--- src/rtl/fgyrus_res_reader.sv ---
`default_nettype none
// ============================================================================
// Module      : fgyrus_res_reader
// Description : Reads one frame of FFT result bins from the FFT Res RAM in
//               ascending address order. Streams the bins out through a
//               2-entry valid/ready buffer and tracks the peak bin of the frame.
// Revision    : 1.0 - initial release
// ============================================================================
module fgyrus_res_reader #(
    parameter int P_32B_W              = 32,
    parameter int P_FFT_RES_RAM_ADDR_W = 7,
    parameter int P_NUM_BINS           = 128
) (
    input  logic                            clk_ir,
    input  logic                            rst_ih,
    input  logic                            start_ih,
    output logic [P_FFT_RES_RAM_ADDR_W-1:0] fft_res_rd_addr_od,
    output logic                            fft_res_rd_en_oh,
    input  logic [P_32B_W-1:0]              fft_res_rd_data_id,
    output logic [P_32B_W-1:0]              bin_data_od,
    output logic [P_FFT_RES_RAM_ADDR_W-1:0] bin_idx_od,
    output logic                            bin_valid_oh,
    input  logic                            bin_ready_ih,
    output logic                            bin_last_oh,
    output logic                            busy_oh,
    output logic                            done_oh,
    output logic [P_FFT_RES_RAM_ADDR_W-1:0] peak_idx_od,
    output logic [P_32B_W-1:0]              peak_val_od
);

    localparam int AW = P_FFT_RES_RAM_ADDR_W;
    localparam int DW = P_32B_W;
    localparam logic [AW-1:0] LAST_IDX = AW'(P_NUM_BINS - 1);

    typedef enum logic [1:0] {
        ST_IDLE  = 2'd0,
        ST_READ  = 2'd1,
        ST_DRAIN = 2'd2
    } state_t;

    state_t          state;
    logic [AW-1:0]   issue_ptr;   // address of the next read to issue
    logic [AW-1:0]   last_addr;   // last address actually issued
    logic            pend;        // a read was issued last cycle; its data is on the bus now
    logic [AW-1:0]   pend_idx;    // bin index of the data on the bus

    logic [DW-1:0]   fifo_data [2];
    logic [AW-1:0]   fifo_idx  [2];
    logic [1:0]      fifo_last;
    logic            wr_ptr;
    logic            rd_ptr;
    logic [1:0]      fifo_count;

    logic [DW-1:0]   run_val;
    logic [AW-1:0]   run_idx;

    logic            pop;
    logic            push;
    logic            issue;
    logic [2:0]      committed;
    logic            head_last;
    logic            head_gt;

    // Read issue is decided combinationally so this cycle's pop frees a slot
    // immediately; that is what allows one bin per cycle with a 2-deep buffer.
    always_comb begin
        pop       = (fifo_count != 2'd0) && bin_ready_ih;
        push      = pend;
        committed = {1'b0, fifo_count} + {2'b00, pend} - {2'b00, pop};
        issue     = (state == ST_READ) && (committed < 3'd2);
        head_last = fifo_last[rd_ptr];
        head_gt   = fifo_data[rd_ptr] > run_val;
    end

    assign fft_res_rd_en_oh   = issue;
    assign fft_res_rd_addr_od = issue ? issue_ptr : last_addr;

    // Outputs are forced to zero when empty so stale entries never show.
    assign bin_valid_oh = (fifo_count != 2'd0);
    assign bin_data_od  = bin_valid_oh ? fifo_data[rd_ptr] : '0;
    assign bin_idx_od   = bin_valid_oh ? fifo_idx[rd_ptr]  : '0;
    assign bin_last_oh  = bin_valid_oh & head_last;
    assign busy_oh      = (state != ST_IDLE);

    // Frame control: read sequencing, in-flight tracking and done pulse.
    always_ff @(posedge clk_ir) begin
        if (rst_ih) begin
            state     <= ST_IDLE;
            issue_ptr <= '0;
            last_addr <= '0;
            pend      <= 1'b0;
            pend_idx  <= '0;
            done_oh   <= 1'b0;
        end else begin
            done_oh <= 1'b0;
            pend    <= issue;
            if (issue) begin
                pend_idx  <= issue_ptr;
                last_addr <= issue_ptr;
            end
            case (state)
                ST_IDLE: begin
                    if (start_ih) begin
                        state     <= ST_READ;
                        issue_ptr <= '0;
                    end
                end
                ST_READ: begin
                    if (issue) begin
                        if (issue_ptr == LAST_IDX) begin
                            state <= ST_DRAIN;
                        end else begin
                            issue_ptr <= issue_ptr + 1'b1;
                        end
                    end
                end
                ST_DRAIN: begin
                    if (pop && head_last) begin
                        state   <= ST_IDLE;
                        done_oh <= 1'b1;
                    end
                end
                default: state <= ST_IDLE;
            endcase
        end
    end

    // Two-entry output buffer; RAM data is captured the cycle after its read.
    always_ff @(posedge clk_ir) begin
        if (rst_ih) begin
            wr_ptr     <= 1'b0;
            rd_ptr     <= 1'b0;
            fifo_count <= 2'd0;
            fifo_last  <= 2'b00;
        end else begin
            if (push) begin
                fifo_data[wr_ptr] <= fft_res_rd_data_id;
                fifo_idx[wr_ptr]  <= pend_idx;
                fifo_last[wr_ptr] <= (pend_idx == LAST_IDX);
                wr_ptr            <= ~wr_ptr;
            end
            if (pop) begin
                rd_ptr <= ~rd_ptr;
            end
            fifo_count <= fifo_count + {1'b0, push} - {1'b0, pop};
        end
    end

    // Peak tracking over transferred bins; published only with done.
    always_ff @(posedge clk_ir) begin
        if (rst_ih) begin
            run_val     <= '0;
            run_idx     <= '0;
            peak_val_od <= '0;
            peak_idx_od <= '0;
        end else if ((state == ST_IDLE) && start_ih) begin
            run_val <= '0;
            run_idx <= '0;
        end else if (pop) begin
            // Strictly greater replaces, so ties keep the earlier (lower) index.
            if (head_gt) begin
                run_val <= fifo_data[rd_ptr];
                run_idx <= fifo_idx[rd_ptr];
            end
            if (head_last) begin
                peak_val_od <= head_gt ? fifo_data[rd_ptr] : run_val;
                peak_idx_od <= head_gt ? fifo_idx[rd_ptr]  : run_idx;
            end
        end
    end

endmodule
`default_nettype wire

--- config.mk ---
export PLATFORM = sky130hd
export DESIGN_NAME = fgyrus_res_reader
export DESIGN_NICKNAME = d
export VERILOG_FILES = /design/src/rtl/fgyrus_res_reader.sv
export SDC_FILE = /design/constraint.sdc
export NUM_CORES = 1
export LEC_CHECK = 0
export ABC_CLOCK_PERIOD_IN_PS = 10070
export BUFFER_PORTS_ARGS = -buffer_cell sky130_fd_sc_hd__buf_4
export CORE_MARGIN = 1
export CORE_UTILIZATION = 50
export DETAILED_ROUTE_END_ITERATION = 8
export PLACE_DENSITY = 0.71
export SLEW_MARGIN = 0
export SYNTH_ARGS = -nofsm -noshare
export SYNTH_HDL_FRONTEND = slang
export SYNTH_SLANG_ARGS = --single-unit
--- constraint.sdc ---
create_clock -name clk_ir -period 10.07 [get_ports clk_ir]
set_input_delay 1.007 -clock clk_ir [delete_from_list [all_inputs] [get_ports clk_ir]]
set_output_delay 1.007 -clock clk_ir [all_outputs]
set_load 0.005 [all_outputs]
# Word-level counts from Yosys, hierarchy flattened
# Memory sizes are Yosys's and may differ from the RTL's. A register that Yosys moved wholly into a read port is not among the register bits.
# Cells that the tools add are included.
[classes]
add_sub_neg = 5
magnitude_cmp = 5
n_eq_ne = 9
muxes = 27
n_bitwise = 5
n_reduce_logical = 14
[op_table]
columns = ["op", "count"]
rows = [
  ["$mux W32", 2],
  ["$mux W7", 6],
  ["$gt A32 B32 Y1", 1],
  ["$eq A7 B7 Y1 const B", 2],
  ["$pmux W7 S2", 1],
  ["$mux W1", 11],
  ["$mux W2", 4],
  ["$ne A2 B2 Y1 const B", 4],
  ["$reduce_and A4 Y1", 2],
  ["$add A7 B1 Y7 const B", 1],
  ["$pmux W2 S3", 1],
  ["$reduce_bool A2 Y1", 3],
  ["$logic_and A1 B1 Y1", 5],
  ["$lt A1 B2 Y1 const B", 2],
  ["$not A1 Y1", 4],
  ["$reduce_or A2 Y1", 2],
  ["$add A2 B1 Y3", 1],
  ["$lt A3 B2 Y1 const B", 1],
  ["$reduce_and A3 Y1", 1],
  ["$sub A3 B1 Y3", 1],
  ["$add A2 B1 Y2", 1],
  ["$bwmux W2", 1],
  ["$eq A2 B1 Y1 const B", 1],
  ["$eq A2 B2 Y1 const B", 1],
  ["6 further kinds", 6],
]
[word_totals]
regBits = 109
ram_bits = 78
input_bits = 36
output_inout_bits = 90
word_cells = 81
mem_count = 2
[mem_list]
columns = ["memory", "words", "word_bits", "rd", "rd_clocked_by_memory_dff", "wr", "line", "source"]
rows = [
  ["fifo_data", 2, 32, 1, 1, 1, "47", "logic [DW-1:0] fifo_data [2];"],
  ["fifo_idx", 2, 7, 1, 1, 1, "48", "logic [AW-1:0] fifo_idx [2];"],
]

# Depth between registers and ports, before layout
# Gate-level depths: netlist of the first run.
[depth]
word_depth = 7
depth_mapped = 15
depth_no_buf = 15

# Worst setup path after synthesis of the first run
# OpenSTA, ideal clock, no wires.
[synth_timing]
kind = "input to register"
start = "in rst_ih"
end = "mem fifo_data[0][0] (netlist bit) (enable)"
setup_ps = 492
arrival_time_ps = 4105
required_time_ps = 9578
path_slack_ps = 5473
cell_stages = 2
path_buffers = 1
cell_sequence = "clkbuf_1 -> nor3b_1"
[synth_via]
elab_chain_len = 2
[synth_rtl]
columns = ["item", "line", "source"]
rows = [
  ["from (decl)", "15", "input logic rst_ih,"],
  ["$mux W1", "130", "if (rst_ih) begin"],
  ["$mux W1 (not written as such)", "137", "fifo_data[wr_ptr] <= fft_res_rd_data_id;"],
  ["to (decl)", "47", ""],
]
# Every way passes these cells.

# Final worst setup path of the first run
[layout_timing]
start = "in bin_ready_ih"
end = "out fft_res_rd_addr_od[4]"
[layout_via]
elab_chain_len = 5
[layout_rtl]
columns = ["item", "line", "source"]
rows = [
  ["from (decl)", "23", "input logic bin_ready_ih,"],
  ["$logic_and A1 B1 Y1", "67", "pop = (fifo_count != 2'd0) && bin_ready_ih;"],
  ["net pop", "57", "logic pop;"],
  ["$sub A3 B1 Y3", "69", "committed = {1'b0, fifo_count} + {2'b00, pend} - {2'b00, pop};"],
  ["$lt A3 B2 Y1", "70", "issue = (state == ST_READ) && (committed < 3'd2);"],
  ["$logic_and A1 B1 Y1", "70", ""],
  ["$mux W7", "n/a", ""],
  ["to (decl)", "17", "output logic [P_FFT_RES_RAM_ADDR_W-1:0] fft_res_rd_addr_od,"],
]
# The timed path passes the listed nets, and every way through them passes these cells.

==> flow_metrics.tcl, run 1 <==
set metrics [dict create \
    drt_iter0_markers 516 \
    cp_data_required_time_ps 9060 \
    drv_cap 0 \
    dp_hpwl_mm 11.96 \
    wl_per_cell_um 16.86 \
    die_w_um 131.7 \
    ys_async_sr_fraction_pct 0 \
    synth_cell_types 51 \
    synth_nets 864 \
    root_buffer "clkbuf_16" \
    critPathKind "in2out" \
    yosys.area.top_type_share_pct 27.85 \
    antenna_found_initial 0 \
    cts_setup_buffers 0 \
    dieArea_mm2 0.01734 \
    core_mm2 0.01652 \
    h-tree-depth 4 \
    cp_max_fo 32 \
    powerDensity_mw_per_mm2 223.8 \
    grt-ovfl-total 0 \
    synth_top_family_by_area "compound AO/OA/AOI/OAI gates" \
    diodes 0 \
    io_buffers 125 \
    finalSetupViolCount 0 \
    io_pins 126 \
    period_needed_ps 5162 \
    fmax_mhz 193.7 \
    grt_max_degree 63 \
    synthTopCellsByArea "edfxtp_1 (28%), dfxtp_1 (26%), mux2i_1 (5.8%)" \
    syn2layout_area_growth_pct 19.95 \
    hp-class "reg2reg" \
    outcome "completed" \
    period_share_pct 51.26 \
    yosys.area.top_type "edfxtp_1" \
    slew_violations 0 \
    synth_xor_area_share_pct 0.6248 \
    synthesis.area_mm2 0.008411 \
    final_common_cell "buf_4" \
    rsz0062_at_grt "no" \
    drcViolationCount 0 \
    worstSetupEndpointType "output port" \
    irDropWorstVdd_mv 0.1516 \
    cts_made_buffers 17 \
    place_congestion 0.8080 \
    cts-hold-fix-buffers 0 \
    skew_ps 7.735 \
    grt_pass1_vias 6117 \
    cts_resized 0 \
    avgViaCountPerCell 5.555 \
    syn-instance-count 792 \
    rrSetupSlack_ps 5430 \
    max_slew.worst_pin.slew_ps 1188 \
    rows 47 \
    grt.total_usage_pct 22.67 \
    setup.worst_path.start_class "primary input" \
    synth_fa_ha_area_share_pct 5.445 \
    synth_seq_area_share_pct 54.03 \
    ys_dominant_reg_cell "dfxtp_1" \
    die_h_um 131.7 \
    synthMuxAreaShare_pct 5.832 \
    synth-compound-area-share_pct 16.83 \
    clk_pin_slew_ps 70 \
    slew-limit-headroom_pct 20.83 \
    layout-drive-gt1-share_pct 20.38 \
    p_leak_nw 3.902 \
    worstPathArrival_ps 4150 \
    grt_pass1_wl_mm 31.13 \
    worstSkewPairLatency_ps 420 \
    synth_seq_cells 188 \
    post-route-util_pct 61.05 \
    start_util_pct 50.90 \
    cts_tree "built" \
    final_cell_mix "buf_4 (135), dfxtp_1 (109), edfxtp_1 (78)" \
    numClockSinks 188 \
    synth_edf_count 78 \
    yosysWarnings 0 \
    detail-route-antenna-nets 0 \
    syn_avg_cell_area_um2 10.62 \
    drt-total-wl_mm 18.93 \
    hold_viol 0 \
    synthSimpleGateAreaFrac_pct 10.90 \
    num_vias 6238 \
    cts_buffer_depth 2 \
    final.setup.tns_ps 0 \
    first_pass_iters 4 \
    nets 962 \
]
[final cells by class]
cell class | instances | area [um^2]
clock buffer | 25 | 559.3
inverter | 71 | 266.5
fill | 1418 | 6436
multi-input combinational | 477 | 3382
timing repair buffer | 135 | 1013
clock inverter | 7 | 46.29
sequential | 188 | 4546
tap | 220 | 275.3
[cells in the mapped netlist (all sizes together), types with 27 or more instances]
master    n
a211oi   64
a21oi    31
a32o     39
buf      29
clkbuf   27
dfxtp   110
edfxtp   78
ha       35
inv      70
mux2i    49
nand2    48
nand3    36
nor2     58
o21ai    41
[routing by layer]
layer / track usage, % / wire length (um) / vias to the layer above / part of all wire, %
met3: 3.858 / 711 / 12 / 3.8
li1: - / - / 3085 / -
met4: 6.202 / 193 / 0 / 1.0
met2: 37.60 / 9148 / 113 / 48
met5: 0 / 0 / - / 0
met1: 30.53 / 8875 / 3028 / 47
[critical path: stages]
cell	delay, ps
buf_4	110
nand2_1	50
buf_4	360
inv_1	210
ha_1	320
inv_1	40
ha_1	190
fa_1	380
xor2_1	160
and2_1	180
nand2_1	370
clkinv_1	350
nand2_1	210
nand2_1	70
buf_4	130
[stage by stage]
step / worst slack, ps / area [um^2] / total power [W] / instances / hold slack (ps)
2_1_floorplan: 5473 / 8411 / 0.001378 / 792 / 433.7
3_3_place_gp: 4977 / 9483 / 0.001598 / 1091 / 441.9
3_5_place_dp: 4921 / 9483 / 0.001612 / 1091 / 448.4
4_1_cts: 4900 / 10090 / 0.002274 / 1123 / 457.8
5_1_grt: 4643 / 10090 / 0.002390 / 1123 / 482.6
6_report: 4908 / 10090 / 0.002258 / 1123 / 456.7
[registers in the layout, indices dropped and copies added (netlist names), named ones only]
name / flops
peak_val_od: 32
issue_ptr: 7
rd_ptr: 1
wr_ptr: 1
fifo_count: 2
fifo_last: 2
peak_idx_od: 7
pend: 1
run_idx: 7
fifo_idx: 14
done_oh: 1
state: 2
pend_idx: 7
run_val: 32
fifo_data: 64
last_addr: 7
[logic make-up (layout without fill, tap and decap cells)]
kind of cell,Yosys count,after routing
AOI/OAI and AO/OA,194,194
xor gates and xnor gates,6,6
adders and majority gates,36,36
buffers and inverters,127,238
DFF,188,188
muxes,49,49
and+or+nand+nor,192,192
[final timing paths]
| path | startpoint | end | cells past startpoint |
|---|---|---|---|
| worst min-delay path | run_idx[0]$_SDFFE_PP0P_ | run_idx[0]$_SDFFE_PP0P_ | 2 |
| worst max register to register | flop | run_val[9]$_SDFFE_PP0P_ | 11 |
| worst max-delay path | bin_ready_ih | fft_res_rd_addr_od[4] | 15 |
| worst min register to register | run_idx[0]$_SDFFE_PP0P_ | run_idx[0]$_SDFFE_PP0P_ | 2 |
[power breakdown]
part / switching [W] / total, W / internal [W] / leakage (nW)
Clock: 0.000279 / 0.000666 / 0.000387 / 0.301
Sequential: 0.0000180 / 0.000858 / 0.000840 / 1.61
Combinational: 0.000446 / 0.000735 / 0.000290 / 1.99
(Power assumes the default switching activity.)
==> inputs of run 2 (changes only) <==
--- a/config.mk
+++ b/config.mk
@@ -5,7 +5,8 @@
 export SDC_FILE = /design/constraint.sdc
 export NUM_CORES = 1
 export LEC_CHECK = 0
-export ABC_CLOCK_PERIOD_IN_PS = 10070
+export ABC_AREA = 1
+export ABC_CLOCK_PERIOD_IN_PS = 5000
 export BUFFER_PORTS_ARGS = -buffer_cell sky130_fd_sc_hd__buf_4
 export CORE_MARGIN = 1
 export CORE_UTILIZATION = 50
==> constraint.sdc (replaced) <==
create_clock -name clk_ir -period 5 [get_ports clk_ir]
set_input_delay 0.5 -clock clk_ir [delete_from_list [all_inputs] [get_ports clk_ir]]
set_output_delay 0.5 -clock clk_ir [all_outputs]
set_load 0.005 [all_outputs]
==> run 2 against run 1 <==
Utilization barely moved. Synthesized cell count rose by 41%. Setup slack got worse by 3900 ps. Cell area rose by 5.3%. Clock power rose by 98%. Cell count rose by 30%. Sequential cell count did not move. Register-to-register slack got worse by 3900 ps. Clock skew rose by 4.1 ps. Global-route usage rose by 0.092 points. Largest cell class unchanged. Highest routed layer unchanged.
==> flow_metrics.tcl, run 2 <==
set metrics [dict create \
    cts_made_buffers 17 \
    yosys.area.top_type_share_pct 26.04 \
    p_sw_w 0.001975 \
    drcViolationCount 0 \
    netSwitchingFraction_pct 38.48 \
    place_congestion 0.8385 \
    diodes 0 \
    cts_buffer_depth 2 \
    period_share_pct 80.05 \
    layout-drive-gt1-share_pct 15.15 \
    synth_seq_area_share_pct 50.52 \
    final.setup.tns_ps 0 \
    num-fill-cells 1583 \
    die_w_um 136.1 \
    synth_seq_cells 188 \
    powerDensity_mw_per_mm2 483.0 \
    wl_per_cell_um 13.83 \
    worstSetupEndpointType "output port" \
    root_buffer "clkbuf_16" \
    grt-ovfl-total 0 \
    detail-route-antenna-nets 0 \
    final_cell_mix "nand2_1 (237), inv_1 (215), buf_4 (135)" \
    slew_violations 0 \
    cts_resized 0 \
    irDropWorstVdd_mv 0.2780 \
    synthMuxAreaShare_pct 0.1113 \
    cts_setup_buffers 0 \
    largest_reg_flops 64 \
    synth-compound-area-share_pct 10.02 \
    dp_hpwl_mm 14.00 \
    synthSimpleGateAreaFrac_pct 22.05 \
    syn_avg_cell_area_um2 8.031 \
    finalSetupViolCount 0 \
    worstPathArrival_ps 3500 \
    synth_cell_types 32 \
    dieArea_mm2 0.01853 \
    grt.total_usage_pct 22.76 \
    regMostFlops "fifo_data" \
    synthTopCellsByArea "edfxtp_1 (26%), dfxtp_1 (24%), nand2_1 (9.9%)" \
    io_buffers 125 \
    h-tree-depth 4 \
    synth_nets 1192 \
    num_vias 7223 \
    cp_max_fo 33 \
    hold_viol 0 \
    hp-class "in2reg" \
    p_leak_nw 5.020 \
    cp_data_required_time_ps 4500 \
    rows 48 \
    skew_ps 11.86 \
    ys_dominant_reg_cell "dfxtp_1" \
    worstSkewPairLatency_ps 430 \
    antenna_found_initial 0 \
    rsz0062_at_grt "no" \
    core_mm2 0.01742 \
    synth_edf_count 78 \
    pre_cts_slack_ps 1328 \
    setup_ws_ps 997.3 \
    die_h_um 136.1 \
    outcome "completed" \
    hold_path_depth 1 \
    avgViaCountPerCell 4.951 \
    synthesis.area_mm2 0.008995 \
    setup.worst_path.start_class "flop" \
    slew-limit-headroom_pct 24.89 \
    nets 1293 \
    syn2layout_area_growth_pct 18.15 \
    cts_tree "built" \
    post-route-util_pct 61.02 \
    place_area_mm2 0.01005 \
    start_util_pct 51.65 \
    syn-instance-count 1120 \
    largestRegisters "fifo_data: 64 flops, peak_val_od: 32 flops, run_val: 32 flops" \
    p_comb_share_pct 37.7 \
    max_slew.worst_pin.slew_ps 1124 \
    drv_cap 0 \
    cts-hold-fix-buffers 0 \
    io_pins 126 \
    critPathKind "reg2out" \
    p_int_w 0.003158 \
    yosysWarnings 0 \
    numClockSinks 188 \
    synth_top_family_by_area "simple AND/OR/NAND/NOR gates" \
    synth_fa_ha_area_share_pct 5.091 \
    grt_max_degree 58 \
    ys_async_sr_fraction_pct 0 \
    grt_pass1_vias 6442 \
    first_pass_iters 5 \
    yosys.area.top_type "edfxtp_1" \
    yosys-top-cells-count "nand2_1 (238), inv_1 (215), nand3_1 (120)" \
    power.share.sequential_pct 36.5 \
    grt_pass1_wl_mm 32.47 \
    clk_pin_slew_ps 80 \
    synth_xor_area_share_pct 0.09737 \
    clockPowerShare_pct 25.8 \
    fmax_mhz 249.8 \
    final_common_cell "nand2_1" \
    drt_iter0_markers 575 \
    period_needed_ps 4003 \
    drt-total-wl_mm 20.17 \
    design_area_mm2 0.01063 \
    r2r_cells 15 \
    yosysMostFrequentCell "nand2_1" \
]
==> run 2: worst paths after layout <==
check / startpoint / endpoint / slack (ps)
worst min register to register: last_addr[2]$_SDFF_PP0_ / last_addr[2]$_SDFF_PP0_ / 480
worst max-delay path: fifo_count[1]$_SDFF_PP0_ / fft_res_rd_addr_od[2] / 1000
worst min-delay path: fft_res_rd_data_id[29] / fifo_data[0][29]$_DFFE_PP_ / 240
worst max register to register: flop / peak_val_od[31]$_SDFFE_PP0P_ / 1490
==> run 2: critical path: stages (launching register included) <==
cell	delay, ps
dfxtp_1	330
inv_2	70
nand2_1	80
nand2_1	60
buf_4	350
clkinv_1	160
ha_1	290
inv_1	40
ha_1	180
fa_1	480
inv_1	70
nand3_2	260
clkinv_1	310
nand2_1	190
nand2_1	70
buf_4	130
==> run 2: cell families after synthesis <==
group / Yosys count
muxes: 1
and+or+nand+nor: 462
AOI/OAI and AO/OA: 158
xor gates and xnor gates: 1
buffers and inverters: 274
adders and majority gates: 36
DFF: 188
==> run 2: cell type report <==
cell class / count / area (um^2) / share of cell area [%]
clock buffers: 19 / 464.2 / 4.368
inverters: 221 / 829.5 / 7.806
clock inverters: 13 / 117.6 / 1.107
well taps: 225 / 281.5 / 2.649
flip-flops and latches: 188 / 4546 / 42.77
multi-input cells: 658 / 3376 / 31.76
repair buffers: 135 / 1013 / 9.536
==> run 2: metrics by stage <==
step | cells | total power (W) | hold WS (ps)
2_1_floorplan | 1120 | 0.003215 | 447.7
3_3_place_gp | 1427 | 0.003802 | 465.6
3_5_place_dp | 1427 | 0.003837 | 468.5
4_1_cts | 1459 | 0.005157 | 233.8
5_1_grt | 1459 | 0.005497 | 227.5
6_report | 1459 | 0.005133 | 243.7
==> run 2: layer usage <==
| layer | routed length [um] | GRT usage [%] | vias to the layer above |
|---|---|---|---|
| li1 | - | - | 3760 |
| met1 | 9609 | 33.37 | 3227 |
| met2 | 9058 | 34.07 | 214 |
| met3 | 1207 | 3.617 | 22 |
| met4 | 296 | 7.469 | 0 |
| met5 | 0 | 0 | - |
==> run 2: power by group through the flow <==
| stage | Sequential, W | Combinational, W | Clock [W] |
|---|---|---|---|
| 6_report | 0.00187 | 0.00194 | 0.00132 |
| 5_1_grt | 0.00189 | 0.00220 | 0.00140 |
| 4_1_cts | 0.00187 | 0.00194 | 0.00134 |
| 3_5_place_dp | 0.00191 | 0.00193 | 0 |
| 3_3_place_gp | 0.00190 | 0.00190 | 0 |
| 2_1_floorplan | 0.00186 | 0.00135 | 0 |
==> inputs of run 3 (changes only) <==
--- a/config.mk
+++ b/config.mk
@@ -6,7 +6,7 @@
 export NUM_CORES = 1
 export LEC_CHECK = 0
 export ABC_AREA = 1
-export ABC_CLOCK_PERIOD_IN_PS = 5000
+export ABC_CLOCK_PERIOD_IN_PS = 3800
 export BUFFER_PORTS_ARGS = -buffer_cell sky130_fd_sc_hd__buf_4
 export CORE_MARGIN = 1
 export CORE_UTILIZATION = 50
==> constraint.sdc (replaced) <==
create_clock -name clk_ir -period 3.8 [get_ports clk_ir]
set_input_delay 0.38 -clock clk_ir [delete_from_list [all_inputs] [get_ports clk_ir]]
set_output_delay 0.38 -clock clk_ir [all_outputs]
set_load 0.005 [all_outputs]
==> run 3 against run 2 <==
Non-clock buffer count is 4 higher. Global-route usage is 0.31 points higher. Cell count is 0.27% higher. Clock-buffer cell count is 1 higher. Utilization is 0.56 points higher. Cell area is 0.92% higher. Critical path depth is 1 lower. Sequential power is 30% higher. First-iteration DRC count is 11% lower. Routed wire length is 1.0% higher. Highest routed layer unchanged.
==> flow_metrics.tcl, run 3 (synthesis gave the netlist of run 2 again) <==
set metrics [dict create \
    die_w_um 136.1 \
    io_buffers 125 \
    critPathKind "reg2out" \
    largest_reg_flops 64 \
    grt_pass1_wl_mm 32.80 \
    dieArea_mm2 0.01853 \
    drcViolationCount 0 \
    rows 48 \
    setup.worst_path.start_class "flop" \
    irDropWorstVdd_mv 0.3862 \
    clk_pin_slew_ps 70 \
    final_common_cell "nand2_1" \
    antenna_found_initial 0 \
    final.setup.tns_ps 0 \
    slew_violations 0 \
    regMostFlops "fifo_data" \
    final_cell_mix "nand2_1 (238), inv_1 (215), buf_4 (136)" \
    grt_max_degree 79 \
    largestRegisters "fifo_data: 64 flops, peak_val_od: 32 flops, run_val: 32 flops" \
    hold_ws_ps 132.1 \
    critPathCapture "fft_res_rd_addr_od[0]" \
    place_inst 1431 \
    crit_path_cell_trace "inv_2 > nand2_1 > nand2_1 > clkinv_1 > ha_1 > inv_1 > ha_1 > fa_1 > xor2_1 > nand3_4 > clkinv_1 > nand2_1 > nand2_1 > buf_4" \
    avgViaCountPerCell 4.962 \
    cp.depth 14 \
    worstSkewPairLatency_ps 430 \
    reg2reg_to "peak_val_od[30]$_SDFFE_PP0P_" \
    hp-class "in2reg" \
    drt-total-wl_mm 20.37 \
    hold_viol 0 \
    cts_resized 0 \
    fmax_mhz 288.5 \
    grt_pass1_vias 6519 \
    cts_setup_buffers 0 \
    start_util_pct 51.65 \
    skew_ps 10.23 \
    drv_cap 0 \
    dp_hpwl_mm 14.20 \
    first_pass_iters 5 \
    critPathMaxStageDelay_ps 390 \
    syn2layout_area_growth_pct 19.24 \
    wl_per_cell_um 13.92 \
    crit_path_frequent_cell "nand2_1" \
    final_cells 1463 \
    cts_tree "built" \
    worstPathArrival_ps 3090 \
    drt_iter0_markers 514 \
    grt-ovfl-total 0 \
    finalSetupViolCount 0 \
    max_slew.worst_pin.slew_ps 1147 \
    cp_data_required_time_ps 3420 \
    cpMaxStageDelayCell "fa_1" \
    cp_max_fo 17 \
    startpoint "fifo_count[1]$_SDFF_PP0_" \
    slew-limit-headroom_pct 23.36 \
    post-route-util_pct 61.58 \
    powerDensity_mw_per_mm2 642.6 \
    path_buf_inv 5 \
    cts_made_buffers 17 \
    io_pins 126 \
    r2r_cells 15 \
    diodes 0 \
    nets 1297 \
    numClockSinks 188 \
    cts-hold-fix-buffers 0 \
    place_congestion 0.8489 \
    die_h_um 136.1 \
    grt.total_usage_pct 23.07 \
    num_vias 7260 \
    outcome "completed" \
    cp_top_family "adder cells" \
    h-tree-depth 4 \
    rrSetupSlack_ps 710 \
    core_mm2 0.01742 \
    period_share_pct 91.20 \
    p_leak_nw 5.060 \
    rsz0062_at_grt "no" \
    cts_buffer_depth 2 \
    root_buffer "clkbuf_16" \
    period_needed_ps 3466 \
    finalPower_w 0.006892 \
    detail-route-antenna-nets 0 \
    worstSetupEndpointType "output port" \
    layout-drive-gt1-share_pct 15.35 \
]
-- run 3: power by group --
group	switching, W	internal [W]	total (W)	leakage, nW
sequential	0.000106	0.00232	0.00243	1.60
clock	0.000823	0.000963	0.00179	0.300
combinational	0.00171	0.000965	0.00268	3.16
-- run 3: how the worst min path moves through the flow --
stage	from	to	slack (ps)	cells past startpoint
floorplan	pend_idx[2]$_SDFFE_PP0P_	fifo_idx[0][2]$_DFFE_PP_	450	0
global placement	issue_ptr[6]$_SDFFE_PP0P_	issue_ptr[6]$_SDFFE_PP0P_	460	2
detailed placement	last_addr[5]$_SDFF_PP0_	last_addr[5]$_SDFF_PP0_	470	2
CTS	fft_res_rd_data_id[15]	fifo_data[1][15]$_DFFE_PP_	120	1
global route	fft_res_rd_data_id[13]	fifo_data[1][13]$_DFFE_PP_	100	1
finish	fft_res_rd_data_id[22]	fifo_data[1][22]$_DFFE_PP_	130	1
-- run 3: through the flow --
stage | instance area (um^2) | setup slack [ps]
finish | 10730 | 334.3
global route | 10730 | 57.45
CTS | 10720 | 225.2
detailed placement | 10120 | 684.1
global placement | 10120 | 714.3
floorplan | 9000 | 858.2
-- run 3: cell type report --
| type | instances | area, um^2 |
|---|---|---|
| Clock buffer | 20 | 489.2 |
| Clock inverter | 12 | 111.4 |
| Fill cell | 1505 | 6691 |
| Inverter | 221 | 829.5 |
| Multi-Input combinational cell | 658 | 3387 |
| Sequential cell | 188 | 4546 |
| Tap cell | 225 | 281.5 |
| Timing Repair Buffer | 139 | 1081 |
-- run 3: worst register-to-register path: cells and delay by family (launching register included) --
kind	cells	cell delay [ps]
AND/OR/NAND/NOR	8	1060
buffers and inverters	5	730
AO/OA/AOI/OAI	1	620
flip-flops	1	330
adder cells (fa/ha/maj)	1	310
-- run 3: metal layers --
metal | part of all wire, % | wire (um) | track usage (%) | vias up
met5 | 0 | 0 | 0 | -
met4 | 1.1 | 232 | 6.296 | 0
met3 | 5.6 | 1151 | 4.288 | 19
met2 | 45 | 9092 | 34.72 | 200
met1 | 49 | 9895 | 33.73 | 3280
li1 | - | - | - | 3761
